==> src/rtl/branch_exec_pkg.sv <==
// Shared types and encodings for the branch execution unit: word/tag/op types,
// branch op codes, the UNLOCKED tag marker and the FSM state encoding.
package branch_exec_pkg;

  localparam int XLEN  = 32;
  localparam int TAG_W = 4;
  localparam int OP_W  = 6;
  localparam int RA_W  = 5;

  typedef logic [XLEN-1:0]  word_t;
  typedef logic [XLEN-1:0]  addr_t;
  typedef logic [TAG_W-1:0] tag_t;
  typedef logic [OP_W-1:0]  sinst_t;
  typedef logic [RA_W-1:0]  regaddr_t;

  localparam tag_t     UNLOCKED = '1;
  localparam regaddr_t ZERO     = '0;

  // Encoding 0 and everything above JALR are unknown ops.
  localparam sinst_t OP_BEQ  = 6'd1;
  localparam sinst_t OP_BNE  = 6'd2;
  localparam sinst_t OP_BLT  = 6'd3;
  localparam sinst_t OP_BGE  = 6'd4;
  localparam sinst_t OP_BLTU = 6'd5;
  localparam sinst_t OP_BGEU = 6'd6;
  localparam sinst_t OP_JAL  = 6'd7;
  localparam sinst_t OP_JALR = 6'd8;

  localparam logic [1:0] ST_IDLE  = 2'd0;
  localparam logic [1:0] ST_EXEC  = 2'd1;
  localparam logic [1:0] ST_RESP  = 2'd2;
  localparam logic [1:0] ST_DRAIN = 2'd3;

  function automatic logic is_jump(input sinst_t op);
    return (op == OP_JAL) || (op == OP_JALR);
  endfunction

endpackage

==> src/rtl/branch_exec_cmp.sv <==
// Combinational branch resolution: condition evaluation, next PC and link value.
module branch_cmp
  import branch_exec_pkg::*;
#(
  parameter int XLEN = branch_exec_pkg::XLEN,
  parameter int RA_W = branch_exec_pkg::RA_W
) (
  input  logic [OP_W-1:0] op_i,
  input  logic [XLEN-1:0] pc_i,
  input  logic [XLEN-1:0] offset_i,
  input  logic [XLEN-1:0] x_i,
  input  logic [XLEN-1:0] y_i,
  input  logic [RA_W-1:0] rd_i,
  output logic [XLEN-1:0] next_pc_o,
  output logic [XLEN-1:0] link_data_o,
  output logic            link_pend_o
);

  logic [XLEN-1:0] seq_pc;
  logic [XLEN-1:0] target_pc;
  logic [XLEN-1:0] jalr_sum;
  logic            eq;
  logic            lt;
  logic            ltu;
  logic            taken;

  assign seq_pc    = pc_i + XLEN'(4);
  assign target_pc = pc_i + offset_i;
  assign jalr_sum  = x_i + offset_i;
  assign eq        = (x_i == y_i);
  assign lt        = ($signed(x_i) < $signed(y_i));
  assign ltu       = (x_i < y_i);

  always_comb begin
    taken = 1'b0;
    unique case (op_i)
      OP_BEQ:  taken = eq;
      OP_BNE:  taken = !eq;
      OP_BLT:  taken = lt;
      OP_BGE:  taken = !lt;
      OP_BLTU: taken = ltu;
      OP_BGEU: taken = !ltu;
      OP_JAL:  taken = 1'b1;
      default: taken = 1'b0;
    endcase
  end

  // JALR targets are register-relative and always halfword aligned.
  assign next_pc_o   = (op_i == OP_JALR) ? {jalr_sum[XLEN-1:1], 1'b0}
                     : taken             ? target_pc
                     :                     seq_pc;
  assign link_data_o = seq_pc;
  assign link_pend_o = is_jump(op_i) && (rd_i != '0);

endmodule

==> src/rtl/branch_exec.sv <==
// Branch execution unit: accepts the reservation-station entry once both tags
// are unlocked, resolves it, then hands redirect and link writeback downstream.
module branch_exec
  import branch_exec_pkg::*;
#(
  parameter int XLEN  = branch_exec_pkg::XLEN,
  parameter int TAG_W = branch_exec_pkg::TAG_W,
  parameter int RA_W  = branch_exec_pkg::RA_W
) (
  input  logic             clk,
  input  logic             rst,
  input  logic             rdy,
  input  logic             rs_busy,
  input  logic [XLEN-1:0]  rs_pc,
  input  logic [XLEN-1:0]  rs_offset,
  input  logic [OP_W-1:0]  rs_op,
  input  logic [TAG_W-1:0] rs_tagx,
  input  logic [TAG_W-1:0] rs_tagy,
  input  logic [XLEN-1:0]  rs_datax,
  input  logic [XLEN-1:0]  rs_datay,
  input  logic [RA_W-1:0]  rs_rd,
  output logic             busy_branch,
  output logic             redirect_valid,
  output logic [XLEN-1:0]  redirect_pc,
  input  logic             redirect_ready,
  output logic             wb_valid,
  output logic [RA_W-1:0]  wb_rd,
  output logic [XLEN-1:0]  wb_data,
  input  logic             wb_ready
);

  logic [1:0]      state_q, state_d;
  logic [XLEN-1:0] pc_q, pc_d;
  logic [XLEN-1:0] off_q, off_d;
  logic [OP_W-1:0] op_q, op_d;
  logic [XLEN-1:0] x_q, x_d;
  logic [XLEN-1:0] y_q, y_d;
  logic [RA_W-1:0] rd_q, rd_d;
  logic [XLEN-1:0] redirect_pc_q, redirect_pc_d;
  logic [XLEN-1:0] wb_data_q, wb_data_d;
  logic [RA_W-1:0] wb_rd_q, wb_rd_d;
  logic            redirect_valid_q, redirect_valid_d;
  logic            wb_valid_q, wb_valid_d;

  logic [XLEN-1:0] cmp_next_pc;
  logic [XLEN-1:0] cmp_link_data;
  logic            cmp_link_pend;
  logic            can_accept;

  branch_cmp #(.XLEN(XLEN), .RA_W(RA_W)) u_cmp (
    .op_i        (op_q),
    .pc_i        (pc_q),
    .offset_i    (off_q),
    .x_i         (x_q),
    .y_i         (y_q),
    .rd_i        (rd_q),
    .next_pc_o   (cmp_next_pc),
    .link_data_o (cmp_link_data),
    .link_pend_o (cmp_link_pend)
  );

  assign can_accept = rs_busy && (rs_tagx == {TAG_W{1'b1}}) && (rs_tagy == {TAG_W{1'b1}});

  always_comb begin
    state_d          = state_q;
    pc_d             = pc_q;
    off_d            = off_q;
    op_d             = op_q;
    x_d              = x_q;
    y_d              = y_q;
    rd_d             = rd_q;
    redirect_pc_d    = redirect_pc_q;
    wb_data_d        = wb_data_q;
    wb_rd_d          = wb_rd_q;
    redirect_valid_d = redirect_valid_q;
    wb_valid_d       = wb_valid_q;
    // With rdy low nothing moves and no handshake is taken.
    if (rdy) begin
      unique case (state_q)
        ST_IDLE: begin
          if (can_accept) begin
            pc_d    = rs_pc;
            off_d   = rs_offset;
            op_d    = rs_op;
            x_d     = rs_datax;
            y_d     = rs_datay;
            rd_d    = rs_rd;
            state_d = ST_EXEC;
          end
        end
        ST_EXEC: begin
          redirect_pc_d    = cmp_next_pc;
          wb_data_d        = cmp_link_data;
          wb_rd_d          = rd_q;
          redirect_valid_d = 1'b1;
          wb_valid_d       = cmp_link_pend;
          state_d          = ST_RESP;
        end
        ST_RESP: begin
          if (redirect_valid_q && redirect_ready) redirect_valid_d = 1'b0;
          if (wb_valid_q && wb_ready)             wb_valid_d       = 1'b0;
          if (!redirect_valid_d && !wb_valid_d)   state_d          = ST_DRAIN;
        end
        default: state_d = ST_IDLE;
      endcase
    end
  end

  always_ff @(posedge clk or negedge rst) begin
    if (!rst) begin
      state_q          <= ST_IDLE;
      pc_q             <= '0;
      off_q            <= '0;
      op_q             <= '0;
      x_q              <= '0;
      y_q              <= '0;
      rd_q             <= '0;
      redirect_pc_q    <= '0;
      wb_data_q        <= '0;
      wb_rd_q          <= '0;
      redirect_valid_q <= 1'b0;
      wb_valid_q       <= 1'b0;
    end else begin
      state_q          <= state_d;
      pc_q             <= pc_d;
      off_q            <= off_d;
      op_q             <= op_d;
      x_q              <= x_d;
      y_q              <= y_d;
      rd_q             <= rd_d;
      redirect_pc_q    <= redirect_pc_d;
      wb_data_q        <= wb_data_d;
      wb_rd_q          <= wb_rd_d;
      redirect_valid_q <= redirect_valid_d;
      wb_valid_q       <= wb_valid_d;
    end
  end

  // DRAIN drops busy for one cycle so the station retires its entry.
  always_comb begin
    unique case (state_q)
      ST_IDLE:  busy_branch = rs_busy;
      ST_DRAIN: busy_branch = 1'b0;
      default:  busy_branch = 1'b1;
    endcase
  end

  assign redirect_valid = redirect_valid_q;
  assign redirect_pc    = redirect_pc_q;
  assign wb_valid       = wb_valid_q;
  assign wb_rd          = wb_rd_q;
  assign wb_data        = wb_data_q;

endmodule

==> config.mk <==
export PLATFORM = sky130hd
export DESIGN_NAME = branch_exec
export DESIGN_NICKNAME = d
export VERILOG_FILES = /design/src/rtl/branch_exec_pkg.sv /design/src/rtl/branch_exec_cmp.sv /design/src/rtl/branch_exec.sv
export SDC_FILE = /design/constraint.sdc
export NUM_CORES = 1
export LEC_CHECK = 0
export BUFFER_PORTS_ARGS = -buffer_cell sky130_fd_sc_hd__buf_4
export CAP_MARGIN = 20
export CORE_MARGIN = 5
export CORE_UTILIZATION = 35
export CTS_BUF_LIST = sky130_fd_sc_hd__clkbuf_4 sky130_fd_sc_hd__clkbuf_8 sky130_fd_sc_hd__clkbuf_16
export CTS_CLUSTER_SIZE = 16
export DETAILED_ROUTE_END_ITERATION = 8
export SYNTH_ARGS = -nofsm -noshare
export SYNTH_HDL_FRONTEND = slang
export SYNTH_HIERARCHICAL = 1
export SYNTH_SLANG_ARGS = --single-unit
==> constraint.sdc <==
create_clock -name clk -period 4.3 [get_ports clk]
set_clock_uncertainty 0.15 [all_clocks]
set_input_delay 1.29 -clock clk [delete_from_list [all_inputs] [get_ports clk]]
set_output_delay 1.29 -clock clk [all_outputs]
set_load 0.05 [all_outputs]
# After elaboration in Yosys (flattened, before gate mapping)
# Cells that the tools add are included.
# word_totals
register_bits	212
in_bits	153
out_inout_bits	72
wordCells	67
# classes
n_addsub	3
n_lt_le_gt_ge	2
n_eq_ne	16
muxes	15
n_reduce_logical	19
# ops
cell	n
$add 32x32->32	2
$lt 32x32->1	2
$mux 32	2
$add 32x3->32 const B	1
$eq 32x32->1	1
$eq 6x3->1 const B	4
$eq 6x2->1 const B	2
$eq 4x4->1 const B	2
$pmux 1 s7	1
$eq 6x1->1 const B	1
$eq 6x4->1 const B	1
$logic_and 1x1->1	6
$mux 1	6
$pmux 1 s2	3
$pmux 2 s3	1
$reduce_and 3->1	2
$logic_not 1->1	5
$reduce_bool 5->1	1
$eq 2x2->1 const B	2
$mux 2	2
$ne 2x2->1 const B	2
$reduce_and 2->1	2
$eq 2x1->1 const B	1
$logic_not 2->1	1
2 further kinds	2

# Logic depth before layout (Yosys ltp)
# depth
word_depth	8
depth_mapped	14
ltp_nobuf	13

# By module
# The synthesis kept the hierarchy.
# modules_own_cells
mod	n_inst	cells_per_inst	area_each_um2	seq_area_each_um2
branch_exec	1	472	8020.2	5305.1
branch_cmp	1	768	5380.2	0.0

# Least setup slack after synthesis
# OpenSTA, ideal clock, no wires.
# synth_path
kind	input to output
startpoint	input rs_busy
endpoint	output busy_branch
arrival_time_ns	1.840
required_ns	2.860
path_slack_ns	1.020
stages	2
path_cell_list	nand2_1 -> o21ai_0
# synth_between
elab_chain_cells	1
# synth_lines
item	line_no	rtl
from (decl)	branch_exec.sv:13	input logic rs_busy,
$pmux 1 s2	branch_exec.sv:141	unique case (state_q)
to (decl)	branch_exec.sv:22	output logic busy_branch,
# Every way passes these cells.

# Worst setup path after layout
# layout_path
startpoint	register x_q[11]
endpoint	register redirect_pc_q[6], in the netlist redirect_pc[6]
# layout_between
elab_chain_cells	5
# layout_lines
item	line_no	rtl
from (decl)	branch_exec.sv:36	logic [XLEN-1:0] x_q, x_d;
from (signal assigned)	branch_exec.sv:115	x_q <= '0;
from (signal assigned)	branch_exec.sv:128	x_q <= x_d;
$lt 32x32->1, or another cell as far along	branch_exec_cmp.sv:32	assign ltu = (x_i < y_i);
$logic_not 1->1 (on tied branches)	branch_exec_cmp.sv:42, branch_exec_cmp.sv:38, branch_exec_cmp.sv:40	
$pmux 1 s7 (*)	branch_exec_cmp.sv:36	unique case (op_i)
$mux 32 (*)	branch_exec_cmp.sv:50	: taken ? target_pc
$mux 32 (*)	branch_exec_cmp.sv:49	assign next_pc_o = (op_i == OP_JALR) ? {jalr_sum[XLEN-1:1], 1'b0}
via cmp_next_pc[6]	branch_exec.sv:45	logic [XLEN-1:0] cmp_next_pc;
to (signal assigned)	branch_exec.sv:131	redirect_pc_q <= redirect_pc_d;
to (decl)	branch_exec.sv:39	logic [XLEN-1:0] redirect_pc_q, redirect_pc_d;
# Mark *: on every way through the listed nets, which the timed path passes. The rest lies on a longest branch.
# A chain may end at the register's enable or synchronous reset.

==> results.md <==
* Met3 WL at 2230 um
* Number of global-route vias before repair at approximately 11000
* Critical path's largest stage delay at 0.64 ns
* CTS Buffer Depth at 3
* Synth area leader: dfrtp_1
* Remaining DRCs at 0
* Starting density of the core at 35.5%
* HPWL Detailed at between 20000 and 30000 um
* Met2 WL at between 15000 and 20000 um
* Die Height at approximately 210 um
* Synth Flop Type: dfrtp_1
* Mapped Area at ~13000 um^2
* Initial antenna violation count at 0
* Critical path data required time at about 4.6 ns
* PD cells at 371 nW/um^2
* CTS tree: done
* Top-count cell post-synth: dfrtp_1
* Port Buffers at 224
* Worst setup EP type: flop
* Core Box Area at roughly 38000 um^2
* Metal-1 WL at between 15000 and 20000 um
* Placed cell area at 15600 um^2
* Count of final setup violators at 0
* Synthesized Nets at around 1500
* Root Buffer: clkbuf_16
* Final core utilization at 43.7%
* Setup TNS at 0 ns
* Max FO, Critical Path at 40
* Layout Nets at approximately 1700
* Yosys cell types at 74
* Hold path start: y_q[19]
* Crit path kind: reg2reg
* WHS Endpoint: y_q[19]
* Final Wtd Congestion at around 0.92
* Synth cell count leaders: dfrtp_1 (212), mux2_2 (209), ha_1 (98)
* Iter 0 DRT Violations at 590
* Hold depth at 1
* Post-synthesis area per instance at approximately 11 um^2
* Synth Area in Compound Gates at between 10% and 20%
* Synthesis warning total at 6
* Critical R2R Capture: redirect_pc[6]
* LEAKAGE at 8.40 nW
* First-pass GRT wire length at ~60000 um
* Diodes inserted at 0
* R2R Path Start: x_q[11]
* Worst-path clk slew at ~0.070 ns
* Routed vias at around 10000
* Share of cells above drive strength 1 at approximately a third
* Number of synthesized flops with an enable pin at 0
* Area Overhead vs Synth at 23.1%
* Reg2Reg Setup Slack at about 0.28 ns
* Sequential fraction of the synthesis area at 39.6%
* Worst-margin pin slew at slightly above 0.7 ns
* Die area at 42300 um^2
* Die span in x at around 200 um
* Post-Syn Instances at between 1000 and 1500
* XOR/XNOR Fraction of Synth Area at roughly 4.8%
* FP Rows at between 70 and 80
* Crit path DAT at between 4 and 5 ns
* Global route total overflow at 0
* Worst-skew pair later-pin latency at between 0.5 and 0.6 ns
* Synth top area cells: dfrtp_1 (40%), mux2_2 (18%), ha_1 (9.2%)
* Simple-gate share of the synthesized area at 9.90%
* Peak supply drop at approximately 0.00027 V
* Final Power at just over 6 mW
* Mux share of post-synthesis cell area at approximately 18%
* Hold Fails Final Rpt at 0
* Routed Antenna Nets at 0
* Largest family of logic cells by synthesized area: multiplexers
* Outcome: completed
* Worst R2R Path Depth at 12
* Post-CTS Setup Bufs at 0
* Final Cell Area at about 16000 um^2
* Synth top area share at 39.6%
* DRT Pass-1 Iters at 5
* H-tree depth at 1
* Max_cap viols at 0
* Unrepaired setup endpoints after global routing: false
* Gr usage total at 18.2%
* Crit-path slowest cell: nor4_1
* Vias/cell at 5.20
* Post-cts resize count at 0
* Max_slew headroom at approximately 52%
* Async set-reset flop share out of synthesis at between 90% and 100%
* Crit path time final at ~4.0 ns
* Synth Area in Adders at about a tenth
* Largest net degree at the start of global routing at 88
* # hold bufs at CTS at 0
* Maximum clock frequency at about 0.25 GHz
* Drt total wl at between 30000 and 40000 um
* Period Utilization, post-route at around 93%
* WL per Instance at between 15 and 20 um
* Slew Limit Fails at 0
* Top sig layer: met4
* HP Class: reg2reg
* # IOs at about 230
* Worst hold slack at about 0.35 ns
* TritonCTS Sinks at roughly 210
* Seq cells post-synth at roughly 210
* CP Launch Type: flop
* Number of CTS-inserted buffers at 27
* Worst-path cell chain: ha_1 > nand4_1 > nor4_1 > a21boi_2 > o41ai_2 > a41oi_1 > a311oi_1 > o211ai_4 > buf_12 > nor2_1 > a311o_1 > mux2_2
-- how the worst max path moves through the flow --
stage | endpoint | from | slack (ns)
floorplan | busy_branch | rs_busy | 1.02
global placement | redirect_pc[6] | x_q[11] | 0.37
detailed placement | redirect_pc[6] | x_q[11] | 0.26
CTS | redirect_pc[6] | x_q[11] | 0.24
global route | redirect_pc[6] | x_q[14] | 0.06
finish | redirect_pc[6] | x_q[11] | 0.28
-- sequential cells by signal, indices dropped and copies added, names as in the netlist --
register        flops
rd_q                5
y_q                32
state_q             2
off_q              32
pc_q               32
redirect_pc        32
wb_valid            1
op_q                6
redirect_valid      1
wb_rd               5
wb_data            32
x_q                32
-- critical path: cells and delay by family, from the launching register on --
family                     cells  cell delay [ns]
buffers and inverters          1             0.27
DFF                            1             0.44
muxes                          1             0.26
AOI/OAI and AO/OA              6             1.51
adders and majority gates      1             0.34
and+or+nand+nor                3             0.86
-- cells by family after synthesis --
kind of cell / Yosys count
AOI/OAI and AO/OA: 251
DFF: 212
and+or+nand+nor: 276
buffers and inverters: 113
adders and majority gates: 100
muxes: 215
xor gates and xnor gates: 73
-- through the flow --
| step | setup slack [ns] | instances |
|---|---|---|
| finish | 0.283 | 1992 |
| CTS | 0.242 | 1992 |
| global route | 0.0629 | 1992 |
| global placement | 0.369 | 1943 |
| floorplan | 1.02 | 1240 |
| detailed placement | 0.263 | 1943 |
-- layout make-up --
class,count,area (um^2)
fillers,3621,21300
flip-flops and latches,212,5310
multi-input cells,915,7550
repair buffers,237,1850
clock buffers,32,732
well taps,511,639
inverters,68,255
clock inverters,17,158
-- power breakdown --
group | internal (mW) | total, mW | switching (mW)
Combinational | 0.676 | 1.67 | 0.993
Clock | 1.34 | 2.25 | 0.907
Sequential | 2.12 | 2.21 | 0.0936
Total | 4.13 | 6.12 | 1.99
-- routing by layer --
metal	global-route usage, %	vias up
li1	-	5006
met1	26.1	5030
met2	27.7	273
met3	3.58	58
met4	5.65	0
met5	0	-
-- cell usage in the layout (no fill, tap or decap), types with 5 or more instances in the layout --
cell and count:
a21oi_1 63, nor2_1 76, clkbuf_16 27, o21ai_0 30
nand2_1 67, buf_4 231, buf_12 5, o221ai_1 7
and3_1 12, dfrtp_1 212, and2_1 11, o21bai_1 10
nand2b_1 5, xor2_1 30, clkinv_2 8, or3_1 9
a211oi_1 8, inv_1 68, a21o_1 25, a31oi_1 9
mux2i_1 6, a221oi_2 8, nand4_1 17, o21ai_1 7
ha_1 98, o211ai_1 16, a211o_1 6, xnor2_1 43
mux2_2 209, nor2b_1 10, nand3_1 42, o31ai_1 6
nor3_1 8
Note: power is estimated with default switching activity, not from simulation.
